## config.mk

```make
export PLATFORM = sky130hd
export DESIGN_NAME = log2_rr_sched
export DESIGN_NICKNAME = d
export VERILOG_FILES = /design/src/rtl/log2_rr_sched.sv
export SDC_FILE = /design/constraint.sdc
export NUM_CORES = 1
export LEC_CHECK = 0
export CAP_MARGIN = 20
export CORE_ASPECT_RATIO = 2
export CORE_MARGIN = 8
export CORE_UTILIZATION = 45
export DETAILED_ROUTE_END_ITERATION = 10
export GPL_ROUTABILITY_DRIVEN = 1
export GPL_TIMING_DRIVEN = 0
export PLACE_DENSITY = 0.8
export SYNTH_ARGS = -nofsm -noshare
export SYNTH_HDL_FRONTEND = slang
export SYNTH_SLANG_ARGS = --single-unit
export TNS_END_PERCENT = 1
```

## constraint.sdc

```tcl
create_clock -name clk -period 2.1 [get_ports clk]
set_input_delay 0.21 -clock clk [delete_from_list [all_inputs] [get_ports clk]]
set_output_delay 0.21 -clock clk [all_outputs]
set_load 0.05 [all_outputs]
```

## src/rtl/log2_rr_sched.sv

```systemverilog
// Round-robin scheduler sharing one registered floor-log2 unit among NUM_REQ requesters.
// Tagged responses are held until the consumer accepts them; a single operation is in flight at a time.
module log2_rr_sched #(
  parameter int N       = 8,
  parameter int M       = 3,
  parameter int NUM_REQ = 4,
  parameter int ID_W    = 2,
  parameter int CNT_W   = 16
) (
  input  logic                 clk,
  input  logic                 rst,
  input  logic [NUM_REQ-1:0]   req_valid,
  input  logic [NUM_REQ*N-1:0] req_value,
  output logic [NUM_REQ-1:0]   req_ready,
  output logic                 rsp_valid,
  input  logic                 rsp_ready,
  output logic [ID_W-1:0]      rsp_id,
  output logic [M-1:0]         rsp_result,
  output logic                 rsp_exact,
  output logic                 rsp_zero,
  output logic                 busy,
  output logic [CNT_W-1:0]     done_cnt
);

  typedef enum logic [1:0] {IDLE, CALC, RESP} state_t;

  state_t          state, next_state;
  logic [ID_W-1:0] rr_ptr;
  logic [ID_W-1:0] grant;
  logic            any_req;
  logic [N-1:0]    op;
  logic [ID_W-1:0] id;
  logic [N-1:0]    vals [NUM_REQ];
  logic [M-1:0]    log_res;
  logic            log_exact;
  logic            log_zero;

  for (genvar g = 0; g < NUM_REQ; g++) begin : g_unpack
    assign vals[g] = req_value[g*N +: N];
  end

  // Round-robin search starting at rr_ptr; walking down means the closest index wins.
  always_comb begin
    logic [ID_W-1:0] idx;
    // NOTE: every always_comb output gets a default first so no path leaves it unassigned (no latch).
    idx     = '0;
    grant   = '0;
    any_req = 1'b0;
    for (int k = NUM_REQ - 1; k >= 0; k--) begin
      idx = rr_ptr + ID_W'(k);
      if (req_valid[idx]) begin
        grant   = idx;
        any_req = 1'b1;
      end
    end
  end

  // Shared floor-log2 unit: highest set bit of the captured operand.
  always_comb begin
    log_res = '0;
    for (int i = 0; i < N; i++) begin
      if (op[i]) log_res = M'(i);
    end
    log_zero  = (op == '0);
    log_exact = !log_zero && ((op & (op - N'(1))) == '0);
  end

  always_comb begin
    next_state = state;
    req_ready  = '0;
    case (state)
      IDLE: begin
        if (any_req) begin
          req_ready[grant] = 1'b1;
          next_state       = CALC;
        end
      end
      CALC:    next_state = RESP;
      RESP:    if (rsp_ready) next_state = IDLE;
      default: next_state = IDLE;
    endcase
  end

  // NOTE: sequential state uses non-blocking assignments so every register samples pre-edge values.
  always_ff @(posedge clk or negedge rst) begin
    if (!rst) state <= IDLE;
    else      state <= next_state;
  end

  always_ff @(posedge clk or negedge rst) begin
    if (!rst) begin
      rr_ptr     <= '0;
      op         <= '0;
      id         <= '0;
      rsp_id     <= '0;
      rsp_result <= '0;
      rsp_exact  <= 1'b0;
      rsp_zero   <= 1'b0;
      done_cnt   <= '0;
    end else begin
      case (state)
        IDLE: begin
          if (any_req) begin
            op     <= vals[grant];
            id     <= grant;
            rr_ptr <= grant + ID_W'(1);
          end
        end
        CALC: begin
          rsp_id     <= id;
          rsp_result <= log_res;
          rsp_exact  <= log_exact;
          rsp_zero   <= log_zero;
        end
        RESP: begin
          if (rsp_ready) done_cnt <= done_cnt + CNT_W'(1);
        end
        default: ;
      endcase
    end
  end

  assign rsp_valid = (state == RESP);
  assign busy      = (state != IDLE);

endmodule

```

==> impl_metrics.csv, run 1 <==
group,metric,value,unit
timing,relSlewSlack,46.5,%
setup_path,critPathArrivalTime,1.85,ns
clock_tree,clock_tree.root_cell,"clkbuf_8",
clock_tree,clkTransAtPathRegs,0.08,ns
route,vias_per_cell,5.32,
setup_path,worstPathMaxFanout,4,
setup_path,end_kind,"primary output",
power,power_frac_clock,16.3,%
synth,synth_area_per_cell,10.4,um2
synth,synth_flop_cell,"dfrtp_1",
clock_tree,cts_tree,"done",
grt,antenna_found_initial,0,
setup_path,reg2reg_depth,8,
grt,track_usage,14.5,%
placement,globalplace.congestion,0.864,
power,finalPower,3.78,mW
run_status,outcome,"finished with violations",
setup_path,r2r_slack,0.19,ns
power,comb_power_share,52.1,%
timing,fin_setup_tns,0,ns
grt,overflow,0,
synth,yosysWarnings,0,
route,wl,4890,um
power,power_frac_seq,31.6,%
floorplan,die-area,0.00679,mm2
floorplan,ios,68,
grt,grt_max_degree,38,
route,routedWlPerCell,15.3,um
floorplan,fp.dieW,62.4,um
floorplan,fp.dieH,109,um
power,vdd_drop_max,0.00103,V
clock_tree,clk_latency,0.29,ns
floorplan,design.core.area,0.00425,mm2
synth,synth.distinct_cells,43,
synth,seq_area_frac_synth,47.8,%
layout,fillers,346,
route,ant_nets,0,
synth,async_flop_share,100,%
route,drt_pass1_iterations,4,
grt,grt_pass1_wl,8140,um
setup_path,crit_type,"in -> out",
timing,post-route-period-util,98.0,%
layout,final_layout_size_suffix_gt1_share,12.5,%
route,routed-via-count,1697,
synth,synth_area,0.00194,mm2
setup_path,crit_path_start_kind,"primary input",
setup_path,required,1.89,ns
placement,portBuffers,67,
timing,finClkSkew,0.00466,ns
power,power.internal,2.11,mW
power,power_leakage,1.30,nW
run_status,violations,"negative hold slack",
floorplan,start_util,45.6,%
synth,synth_edf_count,0,
run,cap_viol_max_count,0,
setup_path,reg2reg_from,"rr_ptr[0]$_DFFE_PN0P_",
timing,tightest_slew,0.803,ns
synth,synth_cells,187,
layout,antenna_cells,0,
route,post-route-drc-count,0,
floorplan,rows,34,
grt,grt_pass1_vias,1790,
route,drt_iter0_markers,36,
clock_tree,ctsHoldBuffers,0,
power,p_switching,1.67,mW
timing,setup_viol,0,
clock_tree,cts_sinks,37,
synth,ys_ff_latch,37,
timing,final_max_slew_viol_count,0,
timing,fmax,0.486,GHz
placement,hpwl,3670,um
timing,holdWs,-0.00263,ns
clock_tree,h-tree-depth,2,
timing,hold_viol,2,
synth,synth_nets,231,
clock_tree,cts_inserted_buffers,5,
timing,period_needed,2.06,ns
setup_path,r2r_end,"op[3]$_DFFE_PN0P_",
clock_tree,clk_path_buf_depth,2,
layout,nets,308,
power,power.density,1340,mW/mm2
power,switching_share,44.2,%
hold_path,hp-class,"in -> async",
layout,area_growth,45.9,%
-- sequential cells by signal (all words and copies together) (netlist names) --
signal / flops
op: 8
rsp_zero: 1
done_cnt: 16
rsp_result: 3
id: 2
rr_ptr: 2
rsp_id: 2
state: 2
rsp_exact: 1
-- per-stage QoR --
stage | cells | hold slack [ns] | setup slack (ns) | utilization (%) | area, um2
after floorplan | 187 | -0.0856 | 0.220 | - | 1940
after global placement | 308 | 0.461 | -0.714 | 62.9 | 2680
after detailed placement | 308 | 0.339 | -0.807 | 62.8 | 2670
after CTS | 318 | 0.0183 | 0.00640 | 65.6 | 2790
after global routing | 319 | 0.0574 | -0.00289 | 66.5 | 2830
final | 319 | -0.00263 | 0.0424 | 66.5 | 2830
-- layer usage --
| metal | up-vias | GRT usage [%] | share of wire, % |
|---|---|---|---|
| met4 | 0 | 6.24 | 3.1 |
| met3 | 15 | 5.66 | 7.0 |
| li1 | 813 | - | - |
| met5 | - | 0 | 0 |
| met2 | 72 | 23.6 | 48 |
| met1 | 797 | 16.7 | 42 |
-- layout by cell type (no fill, tap or decap), types with 8 or more instances in the layout --
cell type	instances
clkdlybuf4s50_1	59
dfrtp_1	37
nand2_1	29
mux2i_1	16
xnor2_1	12
nor2_1	9
o221ai_1	8
-- worst max-delay path, cell delays in order --
cell	delay, ns
clkdlybuf4s50_1	0.51
o22ai_1	0.09
a211o_1	0.33
buf_8	0.13
inv_1	0.08
ha_2	0.18
and2_4	0.15
buf_6	0.15
-- repair_timing --
| item | 4_1_cts | 5_1_grt |
|---|---|---|
| gates resized for setup | 29 | 11 |
| pin swaps | 2 | 1 |
| gates cloned | 0 | 0 |
| setup buffers | 3 | 1 |
| endpoints found under the hold margin | 0 | 0 |
| endpoints found under the setup margin | 4 | 4 |
-- power groups by stage --
stage / logic, mW / clock network [mW] / registers (mW)
after global routing: 2.15 / 0.648 / 1.23
after detailed placement: 1.93 / 0 / 1.19
final: 1.97 / 0.617 / 1.19
after floorplan: 1.02 / 0 / 1.48
after global placement: 1.88 / 0 / 1.19
after CTS: 1.94 / 0.627 / 1.19
-- cells in the mapped netlist, types with 2 or more instances --
library cell	count	area, um2
o21ai_0	6	30.0
ha_1	5	62.6
xor2_1	3	26.3
nand2_1	29	109
xnor2_1	12	105
a21o_1	2	15.0
o221ai_1	8	70.1
and2_1	4	25.0
mux2_2	3	33.8
nand3_1	6	30.0
or2b_1	2	15.0
nor2_1	9	33.8
mux2i_1	16	160
nand4_1	2	12.5
nand2b_1	2	12.5
inv_1	8	30.0
a21oi_1	7	35.0
dfrtp_1	37	926
and3_1	2	12.5
-- worst max path at each step --
stage | startpoint | to | slack [ns] | depth (start not counted)
floorplan | rr_ptr[0]$_DFFE_PN0P_ | req_ready[3] | 0.22 | 8
global placement | req_valid[1] | req_ready[3] | -0.71 | 10
detailed placement | req_valid[1] | req_ready[1] | -0.81 | 10
CTS | req_valid[0] | req_ready[1] | 0.006 | 9
global route | rr_ptr[0]$_DFFE_PN0P_ | req_ready[1] | -0.003 | 8
finish | req_valid[3] | req_ready[1] | 0.04 | 8
-- kinds of logic after synthesis --
group	synth area share, %
buf+inv	4.20
flops	47.8
mux	10.0
simple gates	16.1
compound gates	11.9
fa+ha+maj	3.23
xor+xnor	6.78
-- area by class of cell --
| cell class | instances | area [um2] | share of cell area (%) |
|---|---|---|---|
| buffer | 4 | 31.3 | 1.11 |
| multi-input combinational | 136 | 942 | 33.3 |
| timing repair buffer | 71 | 708 | 25.0 |
| clock inverter | 3 | 46.3 | 1.64 |
| tap | 54 | 67.6 | 2.39 |
| sequential | 37 | 926 | 32.7 |
| clock buffer | 5 | 68.8 | 2.43 |
| inverter | 9 | 37.5 | 1.33 |
Power figures use the tool's default switching activity.
==> run 2, diff against run 1 <==
--- a/config.mk
+++ b/config.mk
@@ -10,9 +10,9 @@
 export CORE_MARGIN = 8
 export CORE_UTILIZATION = 45
 export DETAILED_ROUTE_END_ITERATION = 10
+export DONT_BUFFER_PORTS = 1
 export GPL_ROUTABILITY_DRIVEN = 1
 export GPL_TIMING_DRIVEN = 0
-export PLACE_DENSITY = 0.8
 export SYNTH_ARGS = -nofsm -noshare
 export SYNTH_HDL_FRONTEND = slang
 export SYNTH_SLANG_ARGS = --single-unit
==> run 2 against run 1 <==
  * The run now ends clean
  * Clock power fell by 11%
  * Clock skew up 0.0054 ns
  * Cell area shrank 23%
  * Critical path type is now reg -> out
==> impl_metrics.csv, run 2 (synthesis gave the netlist of run 1 again) <==
group,metric,value,unit
setup_path,endpoint,"req_ready[3]",
clock_tree,clock_tree.root_cell,"clkbuf_8",
power,power.density,1550,mW/mm2
setup_path,path_delay_family,"flip-flops",
power,vdd_drop_max,0.00125,V
route,post-route-drc-count,0,
run,cap_viol_max_count,0,
placement,hpwl,3300,um
setup_path,worstPathMaxFanout,11,
timing,final_max_slew_viol_count,0,
setup_path,crit_type,"reg -> out",
floorplan,design.core.area,0.00425,mm2
floorplan,ios,68,
layout,final_cell_mix,"37 x dfrtp_1, 29 x nand2_1, 16 x mux2i_1",
route,drt_pass1_iterations,4,
setup_path,worst-path-stages,8,
route,vias_per_cell,5.64,
grt,track_usage,13.0,%
floorplan,die-area,0.00679,mm2
grt,grt_pass1_vias,1495,
timing,fin_setup_tns,0,ns
placement,globalplace.congestion,0.810,
placement,portBuffers,0,
timing,hold_viol,0,
grt,antenna_found_initial,0,
layout,largest_register_ffs,16,
layout,largestRegisters,"done_cnt x16, op x8, rsp_result x3",
route,wl,4410,um
setup_path,slowest_delay,0.39,ns
setup_path,required,1.89,ns
layout,final_layout_size_suffix_gt1_share,14.1,%
layout,nets,242,
floorplan,start_util,45.6,%
layout,fillers,391,
layout,top_register,"done_cnt",
clock_tree,cts_sinks,37,
timing,tightest_slew,0.609,ns
clock_tree,cts_inserted_buffers,5,
run_status,outcome,"complete, no violations",
route,drt_iter0_markers,32,
layout,antenna_cells,0,
timing,finClkSkew,0.0101,ns
grt,grt_max_degree,38,
power,power_leakage,1.04,nW
floorplan,fp.dieH,109,um
setup_path,end_kind,"primary output",
setup_path,crit_chain,"nand2b_4, a21oi_1, a211o_1, buf_8, buf_12, inv_2, ha_2, and2_4",
route,ant_nets,0,
timing,post-route-period-util,96.6,%
setup_path,startpoint,"rr_ptr[0]$_DFFE_PN0P_",
setup_path,critPathArrivalTime,1.82,ns
clock_tree,cts_tree,"done",
floorplan,fp.dieW,62.4,um
setup_path,reg2reg_depth,5,
floorplan,rows,34,
timing,setup_viol,0,
setup_path,crit_buf_inv,3,
layout,area_growth,12.4,%
timing,holdWs,0.0363,ns
grt,grt_pass1_wl,7220,um
setup_path,r2r_end,"done_cnt[15]$_DFFE_PN0P_",
timing,relSlewSlack,59.4,%
grt,overflow,0,
clock_tree,clk_latency,0.29,ns
clock_tree,h-tree-depth,2,
route,routed-via-count,1426,
setup_path,slowest_stage,"dfrtp_1",
setup_path,r2r_slack,0.25,ns
clock_tree,clk_path_buf_depth,2,
setup_path,crit_path_start_kind,"flip-flop",
route,routedWlPerCell,17.4,um
clock_tree,clkTransAtPathRegs,0.07,ns
timing,period_needed,2.03,ns
setup_path,reg2reg_from,"done_cnt[6]$_DFFE_PN0P_",
hold_path,hp-class,"in -> reg",
timing,fmax,0.493,GHz
layout,mostFrequentLayoutCell,"dfrtp_1",
## run 2: power breakdown
group	leakage [nW]	internal [mW]	switching, mW	total, mW
Clock	0.0542	0.297	0.250	0.547
Sequential	0.475	0.943	0.604	1.55
Combinational	0.510	0.556	0.735	1.29
Total	1.04	1.80	1.59	3.38
## run 2: how the worst min path moves through the flow
| stage | startpoint | endpoint | cells after the start |
|---|---|---|---|
| 2_1_floorplan | rst | done_cnt[0]$_DFFE_PN0P_ | 0 |
| 3_3_place_gp | rst | done_cnt[15]$_DFFE_PN0P_ | 0 |
| 3_5_place_dp | rst | done_cnt[15]$_DFFE_PN0P_ | 0 |
| 4_1_cts | rsp_ready | state[1]$_DFFE_PN0P_ | 1 |
| 5_1_grt | rsp_ready | state[1]$_DFFE_PN0P_ | 1 |
| 6_report | rsp_ready | state[1]$_DFFE_PN0P_ | 1 |
## run 2: through the flow
step	utilization (%)	cells	instance area, um2	setup slack (ns)	total power, mW
2_1_floorplan	-	187	1940	0.220	2.50
3_3_place_gp	47.1	241	2010	0.125	2.73
3_5_place_dp	47.1	241	2010	0.112	2.77
4_1_cts	50.4	251	2140	-0.0595	3.37
5_1_grt	51.2	253	2180	-0.0119	3.61
6_report	51.2	253	2180	0.0724	3.38
## run 2: area by class of cell
type                    instances  area [um2]  area share [%]
flip-flops and latches         37         926            42.5
plain buffers                   5        51.3            2.35
repair buffers                  4        45.0            2.07
multi-input cells             136         953            43.8
well taps                      54        67.6            3.10
clock inverters                 1        5.00           0.230
inverters                       9        33.8            1.55
clock buffers                   7        96.3            4.42
## run 2: routing by layer
layer,vias up,global-route usage [%],part of all wire [%]
li1,680,-,-
met5,-,0,0
met1,690,14.3,39
met4,0,6.08,1.8
met2,49,21.2,49
met3,7,5.66,9.7
## run 2: repair_timing
| item | 4_1_cts | 5_1_grt |
|---|---|---|
| resized for setup | 6 | 7 |
| buffers inserted | 0 | 2 |
| gates cloned | 0 | 0 |
| endpoints found under the hold margin | 37 | 0 |
| hold buffers | 2 | 0 |
| pin swaps | 0 | 1 |
| setup endpoints to repair | 4 | 4 |
==> run 3, diff against run 2 <==
--- a/config.mk
+++ b/config.mk
@@ -13,6 +13,8 @@
 export DONT_BUFFER_PORTS = 1
 export GPL_ROUTABILITY_DRIVEN = 1
 export GPL_TIMING_DRIVEN = 0
+export RECOVER_POWER = 100
+export SETUP_SLACK_MARGIN = 0.1
 export SYNTH_ARGS = -nofsm -noshare
 export SYNTH_HDL_FRONTEND = slang
 export SYNTH_SLANG_ARGS = --single-unit
==> run 3 against run 2 <==
  * Routed wire length decreased by 0.16%
  * Largest power group unchanged
  * Final cell count increased by 0.79%
  * Combinational power about the same
  * Critical path type unchanged
  * Total power decreased by 0.47%
  * Largest cell class unchanged
  * Highest routed layer unchanged
  * Clock skew decreased by 0.0014 ns
  * Sequential cell count unchanged
==> impl_metrics.csv, run 3 (synthesis gave the netlist of run 1 again) <==
group,metric,value,unit
placement,place_area,0.00201,mm2
route,drt_iter0_markers,35,
route,drt_pass1_iterations,4,
power,power.internal,1.78,mW
timing,period_needed,1.93,ns
grt,overflow,0,
power,comb_power_share,38.1,%
clock_tree,h-tree-depth,2,
setup_path,r2r_end,"op[6]$_DFFE_PN0P_",
floorplan,start_util,45.6,%
layout,final_cell_mix,"37 x dfrtp_1, 29 x nand2_1, 16 x mux2i_1",
layout,final_core_util,50.5,%
hold_path,whs_endpoint,"state[1]$_DFFE_PN0P_",
power,power_leakage,1.02,nW
run_status,outcome,"complete, no violations",
grt,grt_pass1_wl,7230,um
power,power_frac_clock,16.1,%
setup_path,r2r_slack,0.22,ns
power,power_frac_seq,45.8,%
setup_path,crit_chain,"a21oi_1, o32a_1, inv_2, ha_1, and2_4",
timing,post-route-period-util,91.8,%
timing,setup_viol,0,
power,p_switching,1.59,mW
floorplan,die-area,0.00679,mm2
layout,final_layout_size_suffix_gt1_share,13.4,%
timing,hold_viol,0,
clock_tree,cts_inserted_buffers,5,
setup_path,crit_type,"reg -> out",
placement,globalplace.congestion,0.810,
timing,relSlewSlack,39.0,%
grt,grt_pass1_vias,1511,
setup_path,slowest_delay,0.44,ns
timing,final_max_slew_viol_count,0,
setup_path,slowest_stage,"o32a_1",
clock_tree,clock_tree.root_cell,"clkbuf_8",
route,routedWlPerCell,17.3,um
power,switching_share,47.1,%
hold_path,min_path_cells,1,
floorplan,fp.dieH,109,um
layout,largest_register_ffs,16,
timing,rsz0062_at_grt,"true",
layout,antenna_cells,0,
setup_path,crit_path_start_kind,"flip-flop",
clock_tree,clk_path_buf_depth,2,
layout,fillers,391,
route,wl,4400,um
grt,antenna_found_initial,0,
floorplan,design.core.area,0.00425,mm2
route,routed-via-count,1419,
grt,grt_max_degree,38,
timing,fin_setup_tns,0,ns
timing,tightest_slew,0.914,ns
layout,mostFrequentLayoutCell,"dfrtp_1",
clock_tree,cts_sinks,37,
setup_path,critPathArrivalTime,1.72,ns
timing,fmax,0.519,GHz
layout,finalInstanceArea,0.00215,mm2
floorplan,ios,68,
power,power.density,1570,mW/mm2
setup_path,end_kind,"primary output",
setup_path,worstPathMaxFanout,5,
route,post-route-drc-count,0,
clock_tree,clk_latency,0.29,ns
route,ant_nets,0,
grt,track_usage,13.0,%
setup_path,required,1.89,ns
layout,nets,244,
layout,top_register,"done_cnt",
setup_path,reg2reg_from,"state[1]$_DFFE_PN0P_",
layout,largestRegisters,"done_cnt x16, op x8, rsp_result x3",
power,finalPower,3.37,mW
power,vdd_drop_max,0.00125,V
hold_path,hp-class,"in -> reg",
setup_path,reg2reg_depth,6,
floorplan,rows,34,
hold_path,holdCritStartpoint,"rsp_ready",
timing,finClkSkew,0.00868,ns
route,vias_per_cell,5.56,
floorplan,fp.dieW,62.4,um
run,cap_viol_max_count,0,
clock_tree,cts_tree,"done",
clock_tree,clkTransAtPathRegs,0.07,ns
layout,area_growth,10.9,%
placement,portBuffers,0,
placement,hpwl,3300,um
[run 3: changes by cell type in the layout (fill, tap and decap cells not counted), sizes merged]
cell      before  now
clkinv         2    1
clkbuf         8   11
clkinvlp       0    1
buf            7    6
[run 3: area by class of cell]
type	count	area, um2	area share, %
buffer	4	31.3	1.46
clock buffer	7	96.3	4.48
clock inverter	1	5.00	0.233
inverter	9	37.5	1.75
multi-input combinational	136	937	43.6
sequential	37	926	43.1
tap	54	67.6	3.14
timing repair buffer	7	48.8	2.27
[run 3: repair_timing]
action	4_1_cts	5_1_grt
gates resized for setup	12	2
gates cloned	0	0
endpoints found under the setup margin	4	4
endpoints found under the hold margin	37	0
buffers inserted	1	4
pin swaps	1	2
hold buffers	2	0
[run 3: through the flow]
| step | hold slack [ns] | setup slack, ns | std cells |
|---|---|---|---|
| after CTS | 0.0285 | 0.132 | 251 |
| after detailed placement | -0.0845 | 0.112 | 241 |
| final | 0.0378 | 0.172 | 255 |
| after global routing | 0.0499 | 0.0888 | 255 |
| after floorplan | -0.0856 | 0.220 | 187 |
| after global placement | -0.0845 | 0.125 | 241 |
[run 3: how the worst max path moves through the flow]
stage	from	end	depth (start not counted)
2_1_floorplan	rr_ptr[0]$_DFFE_PN0P_	req_ready[3]	8
3_3_place_gp	rr_ptr[0]$_DFFE_PN0P_	req_ready[3]	8
3_5_place_dp	rr_ptr[0]$_DFFE_PN0P_	req_ready[1]	8
4_1_cts	state[1]$_DFFE_PN0P_	req_ready[1]	4
5_1_grt	state[0]$_DFFE_PN0P_	done_cnt[9]$_DFFE_PN0P_	6
6_report	rr_ptr[1]$_DFFE_PN0P_	req_ready[0]	5
[run 3: layer usage]
layer | routed length (um) | part of all wire, % | GRT usage (%)
met1 | 1720 | 39 | 14.3
met5 | 0 | 0 | 0
met2 | 2180 | 49 | 21.3
met4 | 80 | 1.8 | 6.08
met3 | 420 | 9.5 | 5.66
[run 3: power groups by stage]
stage	logic [mW]	clock network (mW)	registers, mW
floorplan	1.02	0	1.48
global placement	1.18	0	1.55
detailed placement	1.21	0	1.57
CTS	1.26	0.566	1.55
global route	1.42	0.587	1.59
finish	1.28	0.544	1.54
[run 3: critical path: cells and delay by family (launching register included)]
family / cells / cell delay, ns
adder cells (fa/ha/maj): 1 / 0.15
buffers and inverters: 1 / 0.10
AND/OR/NAND/NOR: 1 / 0.23
flip-flops: 1 / 0.42
AO/OA/AOI/OAI: 2 / 0.53
